$ cat config.mk
export PLATFORM = sky130hd
export DESIGN_NAME = clk_div_multi
export DESIGN_NICKNAME = d
export VERILOG_FILES = /design/src/rtl/clk_div_pkg.sv /design/src/rtl/clk_div_chan.sv /design/src/rtl/clk_div_multi.sv
export SDC_FILE = /design/constraint.sdc
export NUM_CORES = 1
export LEC_CHECK = 0
export CORE_UTILIZATION = 55
export CTS_BUF_LIST = sky130_fd_sc_hd__clkbuf_8
export CTS_CLUSTER_SIZE = 14
export DETAILED_ROUTE_END_ITERATION = 10
export PLACE_DENSITY_LB_ADDON = 0.3
export SLEW_MARGIN = 20
export SYNTH_ARGS = -nofsm -noshare
export SYNTH_HDL_FRONTEND = slang
export SYNTH_HIERARCHICAL = 1
export SYNTH_SLANG_ARGS = --single-unit
$ cat constraint.sdc
create_clock -name clk -period 1.9 [get_ports clk]
set_input_delay 0.38 -clock clk [delete_from_list [all_inputs] [get_ports clk]]
set_output_delay 0.38 -clock clk [all_outputs]
set_load 0.02 [all_outputs]
$ cat src/rtl/clk_div_pkg.sv
// Shared defaults and helpers for the multi-channel clock divider.
package clk_div_pkg;

  localparam int CNT_W_DEFAULT    = 26;
  localparam int DEF_HALF_DEFAULT = 124999;
  localparam int MAX_CH           = 8;

  // Bits needed to index n items, never less than one.
  function automatic int clog2(input int n);
    int r;
    r = 0;
    for (int i = 0; i < 31; i++) begin
      if ((1 << r) < n) begin
        r = r + 1;
      end
    end
    return (r < 1) ? 1 : r;
  endfunction

endpackage

$ cat src/rtl/clk_div_chan.sv
// One divider channel: counter, terminal, pending reprogram value and toggle/tick.
// Optional phase alignment input `sync` exists when CLK_DIV_PHASE_SYNC_EN is defined.
module clk_div_chan
  import clk_div_pkg::*;
#(
  parameter int CNT_W    = CNT_W_DEFAULT,
  parameter int DEF_HALF = DEF_HALF_DEFAULT
) (
  input  logic             clk,
  input  logic             rst,
  input  logic             en,
  input  logic             wr,
  input  logic [CNT_W-1:0] val,
`ifdef CLK_DIV_PHASE_SYNC_EN
  input  logic             sync,
`endif
  output logic             applied,
  output logic             clk_out,
  output logic             tick
);

  logic [CNT_W-1:0] cnt_q, cnt_d;
  logic [CNT_W-1:0] term_q, term_d;
  logic [CNT_W-1:0] pend_q, pend_d;
  logic             pend_v_q, pend_v_d;
  logic             clk_out_q, clk_out_d;
  logic             tick_q, tick_d;
  logic             applied_q, applied_d;
  logic             terminal;
  logic             sync_now;

`ifdef CLK_DIV_PHASE_SYNC_EN
  assign sync_now = sync;
`else
  assign sync_now = 1'b0;
`endif

  assign terminal = (cnt_q == term_q);

  always_comb begin
    cnt_d     = cnt_q;
    term_d    = term_q;
    pend_d    = pend_q;
    pend_v_d  = pend_v_q;
    clk_out_d = clk_out_q;
    tick_d    = 1'b0;
    applied_d = 1'b0;

    if (sync_now) begin
      // Phase alignment keeps any pending value for a later normal apply.
      cnt_d     = '0;
      clk_out_d = 1'b0;
    end else if (en) begin
      if (terminal) begin
        cnt_d     = '0;
        clk_out_d = ~clk_out_q;
        tick_d    = 1'b1;
        if (pend_v_q) begin
          term_d    = pend_q;
          pend_v_d  = 1'b0;
          applied_d = 1'b1;
        end
      end else begin
        cnt_d = cnt_q + CNT_W'(1);
      end
    end else if (pend_v_q) begin
      term_d    = pend_q;
      cnt_d     = '0;
      pend_v_d  = 1'b0;
      applied_d = 1'b1;
    end

    // A write landing on an apply cycle is held for the next apply opportunity.
    if (wr) begin
      pend_d   = val;
      pend_v_d = 1'b1;
    end
  end

  always_ff @(posedge clk) begin
    if (rst) begin
      cnt_q     <= '0;
      term_q    <= CNT_W'(DEF_HALF);
      pend_q    <= '0;
      pend_v_q  <= 1'b0;
      clk_out_q <= 1'b0;
      tick_q    <= 1'b0;
      applied_q <= 1'b0;
    end else begin
      cnt_q     <= cnt_d;
      term_q    <= term_d;
      pend_q    <= pend_d;
      pend_v_q  <= pend_v_d;
      clk_out_q <= clk_out_d;
      tick_q    <= tick_d;
      applied_q <= applied_d;
    end
  end

  assign applied = applied_q;
  assign clk_out = clk_out_q;
  assign tick    = tick_q;

endmodule

$ cat src/rtl/clk_div_multi.sv
// Multi-channel programmable even-ratio clock divider with tick strobes.
// Define CLK_DIV_PHASE_SYNC_EN to add the `sync` phase-alignment input.
module clk_div_multi
  import clk_div_pkg::*;
#(
  parameter int NUM_CH   = 2,
  parameter int CNT_W    = CNT_W_DEFAULT,
  parameter int DEF_HALF = DEF_HALF_DEFAULT,
  parameter int SEL_W    = 3
) (
  input  logic              clk,
  input  logic              rst,
  input  logic [NUM_CH-1:0] en,
  input  logic              div_wr,
  input  logic [SEL_W-1:0]  div_sel,
  input  logic [CNT_W-1:0]  div_val,
`ifdef CLK_DIV_PHASE_SYNC_EN
  input  logic              sync,
`endif
  output logic              div_ack,
  output logic              div_err,
  output logic [NUM_CH-1:0] clk_out,
  output logic [NUM_CH-1:0] tick
);

  if (NUM_CH < 1 || NUM_CH > MAX_CH || SEL_W < clog2(NUM_CH)) begin : g_bad_cfg
    $error("clk_div_multi: illegal NUM_CH/SEL_W combination");
  end

  // One extra bit so NUM_CH itself is representable when it equals 2**SEL_W.
  localparam logic [SEL_W:0] NUM_CH_W = (SEL_W + 1)'(NUM_CH);

  logic [NUM_CH-1:0] wr_sel;
  logic [NUM_CH-1:0] applied;
  logic              div_err_q, div_err_d;

  for (genvar gi = 0; gi < NUM_CH; gi++) begin : g_ch
    assign wr_sel[gi] = div_wr && (div_sel == SEL_W'(gi));

    clk_div_chan #(
      .CNT_W    (CNT_W),
      .DEF_HALF (DEF_HALF)
    ) u_chan (
      .clk     (clk),
      .rst     (rst),
      .en      (en[gi]),
      .wr      (wr_sel[gi]),
      .val     (div_val),
`ifdef CLK_DIV_PHASE_SYNC_EN
      .sync    (sync),
`endif
      .applied (applied[gi]),
      .clk_out (clk_out[gi]),
      .tick    (tick[gi])
    );
  end

  always_comb begin
    div_err_d = div_wr && ({1'b0, div_sel} >= NUM_CH_W);
  end

  always_ff @(posedge clk) begin
    if (rst) begin
      div_err_q <= 1'b0;
    end else begin
      div_err_q <= div_err_d;
    end
  end

  assign div_err = div_err_q;
  // Per-channel applied flags are registered, so the OR is a clean single pulse.
  assign div_ack = |applied;

endmodule

# After elaboration in Yosys (flattened, before gate mapping)
# Cells that the tools add are included.
dict set report totals {
  reg_bits 165
  latchBits 0
  mem_bits_rw 0
  mem_bits_ro 0
  output_inout_bits 6
  elab_cells 66
  n_memories 0
}
dict set report classes {
  n_addsub 2
  multipliers 0
  n_div 0
  n_lt_le_gt_ge 1
  eq_ne 7
  shifts 0
  muxes 26
  n_bitwise 4
  reduce_logical 11
}
# cell count
set op_table {}
lappend op_table {{26-bit 2-to-1 mux} 12}
lappend op_table {{26-bit by 1-bit adder with 26-bit output (second input constant)} 2}
lappend op_table {{26-bit equality test} 2}
lappend op_table {{1-bit 2-to-1 mux} 14}
lappend op_table {{3-bit by 1-bit != test with 1-bit output (second input constant)} 2}
lappend op_table {{2-bit OR reduction} 3}
lappend op_table {{2-bit by 1-bit != test with 1-bit output (second input constant)} 2}
lappend op_table {{1-bit NOT} 4}
lappend op_table {{2-bit AND reduction} 2}
lappend op_table {{2-bit nonzero test} 2}
lappend op_table {{3-bit by 1-bit equality test with 1-bit output (second input constant)} 1}
lappend op_table {{3-bit by 2-bit >= comparator with 1-bit output (second input constant)} 1}
lappend op_table {{1-bit logical AND} 3}
lappend op_table {{3-bit logical NOT} 1}

# Logic depth before layout (Yosys ltp)
dict set report logic_depth {
  ltp_word 4
  ltp_mapped 9
  mapped_depth_nobuf 6
}

# By module
# Netlist, hierarchy kept.
# module instances cells_per_inst area_per_inst_um2 seq_area_each_um2
set by_module_without_submodules {}
lappend by_module_without_submodules {clk_div_chan 2 404 3667.3 1641.6}
lappend by_module_without_submodules {clk_div_multi 1 6 66.3 20.0}

# Least setup slack after synthesis
# Ideal clock, no wire load.
dict set report synth_timing {
  kind {input-to-reg}
  startpoint {input port div_sel[0]}
  endpoint {register g_ch[0].u_chan.pend_q[10]}
  setup_ps 128
  arrival_ps 1778
  required_ps 1772
  path_slack_ps -6
  path_stages 5
  path_buffers 2
  cell_sequence {nor4b_2 -> clkbuf_1 -> buf_1 -> mux2i_1 -> nor2_1}
}
dict set report synth_between {
  elab_chain_cells 2
}
# item line
set synth_lines {}
lappend synth_lines {{start, declared} clk_div_multi.sv:15} ;# input logic [SEL_W-1:0] div_sel,
lappend synth_lines {{3-bit logical NOT} clk_div_multi.sv:38} ;# assign wr_sel[gi] = div_wr && (div_sel == SEL_W'(gi));
lappend synth_lines {{1-bit logical AND} clk_div_multi.sv:38}
lappend synth_lines {{end signal, assigned} clk_div_chan.sv:92} ;# pend_q <= pend_d;
lappend synth_lines {{end, declared} clk_div_chan.sv:24} ;# logic [CNT_W-1:0] pend_q, pend_d;
# Every way passes these cells.
# A chain may end at the register's enable or synchronous reset.

# Worst setup path in the final report
dict set report layout_timing {
  startpoint {register g_ch[1].u_chan.cnt_q[12]}
  endpoint {register g_ch[1].u_chan.term_q[17]}
}
dict set report layout_between {
  elab_chain_cells 2
}
# item line
set layout_lines {}
lappend layout_lines {{start, declared} clk_div_chan.sv:22} ;# logic [CNT_W-1:0] cnt_q, cnt_d;
lappend layout_lines {{start signal, assigned} clk_div_chan.sv:90} ;# cnt_q <= cnt_d;
lappend layout_lines {{26-bit equality test} clk_div_chan.sv:38} ;# assign terminal = (cnt_q == term_q);
lappend layout_lines {{2-bit by 1-bit != test with 1-bit output (no source line)} --}
lappend layout_lines {{end signal, assigned} clk_div_chan.sv:83} ;# term_q <= CNT_W'(DEF_HALF);
lappend layout_lines {{end signal, assigned} clk_div_chan.sv:91} ;# term_q <= term_d;
lappend layout_lines {{end, declared} clk_div_chan.sv:23} ;# logic [CNT_W-1:0] term_q, term_d;
# Every way passes these cells.

==> impl_results.md <==
* CTS tree: built
* Layout Skew at about 0.011 ns
* Setup crit start kind: flip-flop
* Placed cells at 1069
* WL/cell at 18.3 um
* Finished Layout Cells at 1131
* Synth Register Bits at 165
* P_leak at 3.83 nW
* Crit Path Category: reg -> reg
* GRT overflow at 0
* Sequential area share after synthesis at 44.6%
* Nets at 979
* Worst Reg-to-Reg Cells at 8
* Num ports at 40
* Area grow syn2layout at 32.9%
* # clock sinks at 165
* N_diodes at 0
* Bufs and invs on worst path at 2
* Max cap viols at 0
* Crit path cell chain: xor2_2, nor4_2, buf_4, and4_4, a21o_4, buf_12, mux2i_1, nor2_1
* Yosys Warn Count at 6
* PwrDens at 690 nW/um^2
* First-pass GRT wire length at 29.8 mm
* Synth Instances at 814
* Port Buf Inserts at 39
* CP max stage cell: dfxtp_4
* WP data arrival at 2.37 ns
* Clock share of power at 40.7%
* Final Hold Fails at 0
* R2r setup slk at -0.12 ns
* CP max stage delay at about 0.37 ns
* Post-synth EDFFs at 0
* Sequential Power Share at roughly 52%
* Residual DRC at 0
* Syn Area/Cell at 9.09 um^2
* Clock network latency to the later pin of the worst-skew pair at between 0.4 and 0.5 ns
* CP delay by family, top: simple AND/OR/NAND/NOR gates
* Final setup viols at 56
* Mux cell area share after synthesis at 12.2%
* Worst reg2reg path endpoint: g_ch[1].u_chan/term_q[17]
* Vias per cell at 5.79
* Pre-antenna DRT Iters at 5
* Syn Std Cell Area at about 7400 um^2
* Worst r2r src: g_ch[1].u_chan/cnt_q[12]
* GRT Total Usage at approximately 27%
* Synth async-reset ratio at 0%
* Syn_nets at 850
* Area leader, netlist: dfxtp_1
* TritonCTS buffer count at 17
* Final wirelength at 20.7 mm
* Commonest non-fill, non-tap cell in the layout: dfxtp_1
* Worst Slack Setup Final at -0.122 ns
* Die W at 118 um
* Core area at 13200 um^2
* Final min period at 2.02 ns
* Failing checks: negative setup slack
* Vias in the first global route at 5964
* Yosys top cell area share at 44.6%
* Fmax at 0.495 GHz
* Crit share post-route at 106%
* Initial antenna violation count at 0
* Top_reg_cell synth: dfxtp_1
* Clock slew at reported path FFs at 0.08 ns
* Initial Utilization at 56.1%
* Main combinational cell family by area after synthesis: simple AND/OR/NAND/NOR gates
* Clock root buffer: clkbuf_8
* Die height at 118 um
* Outcome: complete, but fails checks
* Internal power at around 5.3 mW
* Sw frac at 22.7%
* GPL Wtd Cong at 0.850
* Hold Path Sink: g_ch[1].u_chan/pend_v_q
* Via count at 6554
* Hold Slack at 0.271 ns
* Row cnt at 42
* Post-synth cell types at 48
* Hold depth at 2
* Max Root-Sink Buffers at 2
* Critical path peak fanout at 6
* NetSw at between 1.5 and 2 mW
* RSZ-0062 raised after global routing: yes
* Post-DRT Antenna Nets at 0
* Drt initial violations at 629
* Synth Area in Adders at less than 1%
* Crit end category: flip-flop
* Worst vdd ir at 0.000484 V
* Min-delay worst type: in -> reg
* Ranking of synthesized cells by area: dfxtp_1 45%, mux2i_1 12%, nor2_1 6.6%
* Xor/xnor share of the synthesized area at 7.10%
* Commonest non-fill, non-tap cells in the layout: 138 x dfxtp_1, 129 x nor2_1, 104 x buf_4
* Worst slew pin tran at 0.600 ns
* Die ar. at 13900 um^2
* HP Start: rst
* Layout Utilization at 74.6%
* Htree depth at 4
* Compound-cell area share of the yosys netlist at 9.60%
* Slew Viols, Final at 0
* Combinational share of power at around 7.5%
* Pin count of the biggest net entering global routing at roughly 110
* Fraction of layout instances using a drive strength above 1 at between 20% and 30%
* Post-DP HPWL at 12.6 mm
* Simple-Gate Fraction of Synth Area at 21.4%
* Slew Limit Headroom at just under 60%
* CP required at 2.24 ns
## routing by layer
layer	vias up	track usage [%]	wire, um
met1	3121	36.9	8980
met5	-	0	0
li1	3103	-	-
met2	284	42.9	9770
met4	0	11.2	584
met3	46	4.89	1350
## metrics by stage
stage / area [um^2] / setup TNS [ns] / worst slack (ns) / total power, mW
final: 9840 / -3.20 / -0.122 / 6.79
after detailed placement: 8540 / -3.92 / -0.137 / 4.02
after floorplan: 7400 / 0 / 0.0187 / 3.82
after CTS: 9250 / -1.52 / -0.0743 / 6.74
after global placement: 8540 / -0.0806 / -0.0405 / 4.01
after global routing: 9840 / -7.58 / -0.219 / 7.00
## repair_timing
item	in CTS	in global routing
pin swaps	15	29
gates cloned	5	8
endpoints found under the setup margin	77	101
resized for setup	32	88
setup buffers	8	12
hold buffers	0	0
## Yosys cell counts (12+ instances only)
| cell type | n |
|---|---|
| mux2i_1 | 90 |
| a21oi_1 | 32 |
| nand2_1 | 56 |
| dfxtp_1 | 165 |
| xor2_1 | 32 |
| and3_1 | 13 |
| clkbuf_1 | 28 |
| nand3_1 | 32 |
| nor3_1 | 28 |
| nor4_1 | 12 |
| buf_2 | 14 |
| xnor2_1 | 28 |
| nor2_1 | 130 |
| nand4_1 | 18 |
| o21ai_0 | 12 |
## layout make-up
class	instances	area [um^2]
clock buffer	20	275
clock inverter	11	158
fill	887	3350
inverter	6	22.5
multi-input combinational	583	4150
sequential	165	3340
tap	176	220
timing repair buffer	170	1670
## power by group through the flow
stage	registers (mW)	clock network [mW]	logic (mW)
2_1_floorplan	3.60	0	0.218
3_3_place_gp	3.60	0	0.407
3_5_place_dp	3.60	0	0.418
4_1_cts	3.52	2.78	0.441
5_1_grt	3.53	2.94	0.536
6_report	3.52	2.76	0.506
## state kept, by name (all words and copies together), names as in the netlist
| register | count |
|---|---|
| g_ch.u_chan/term_q | 52 |
| g_ch.u_chan/pend_v_q | 2 |
| g_ch.u_chan/tick | 2 |
| g_ch.u_chan/pend_q | 52 |
| g_ch.u_chan/applied | 2 |
| g_ch.u_chan/cnt_q | 52 |
| div_err | 1 |
| g_ch.u_chan/clk_out | 2 |
## worst max path at each step
stage / from / to / slack, ns / cells past startpoint
detailed placement: g_ch[1].u_chan/term_q[21] / g_ch[1].u_chan/term_q[8] / -0.14 / 7
finish: g_ch[1].u_chan/cnt_q[12] / g_ch[1].u_chan/term_q[17] / -0.12 / 8
CTS: g_ch[1].u_chan/cnt_q[19] / g_ch[1].u_chan/term_q[20] / -0.07 / 8
floorplan: div_sel[0] / g_ch[0].u_chan/pend_q[16] / 0.02 / 5
global placement: g_ch[1].u_chan/cnt_q[12] / g_ch[1].u_chan/cnt_q[3] / -0.04 / 8
global route: g_ch[1].u_chan/cnt_q[12] / g_ch[1].u_chan/term_q[6] / -0.22 / 9
## logic make-up after synthesis
logic type,after synthesis
AOI/OAI and AO/OA,106
xor gates and xnor gates,60
muxes,90
DFF,165
and+or+nand+nor,325
adders and majority gates,2
buffers and inverters,66
(Power assumes the default switching activity.)
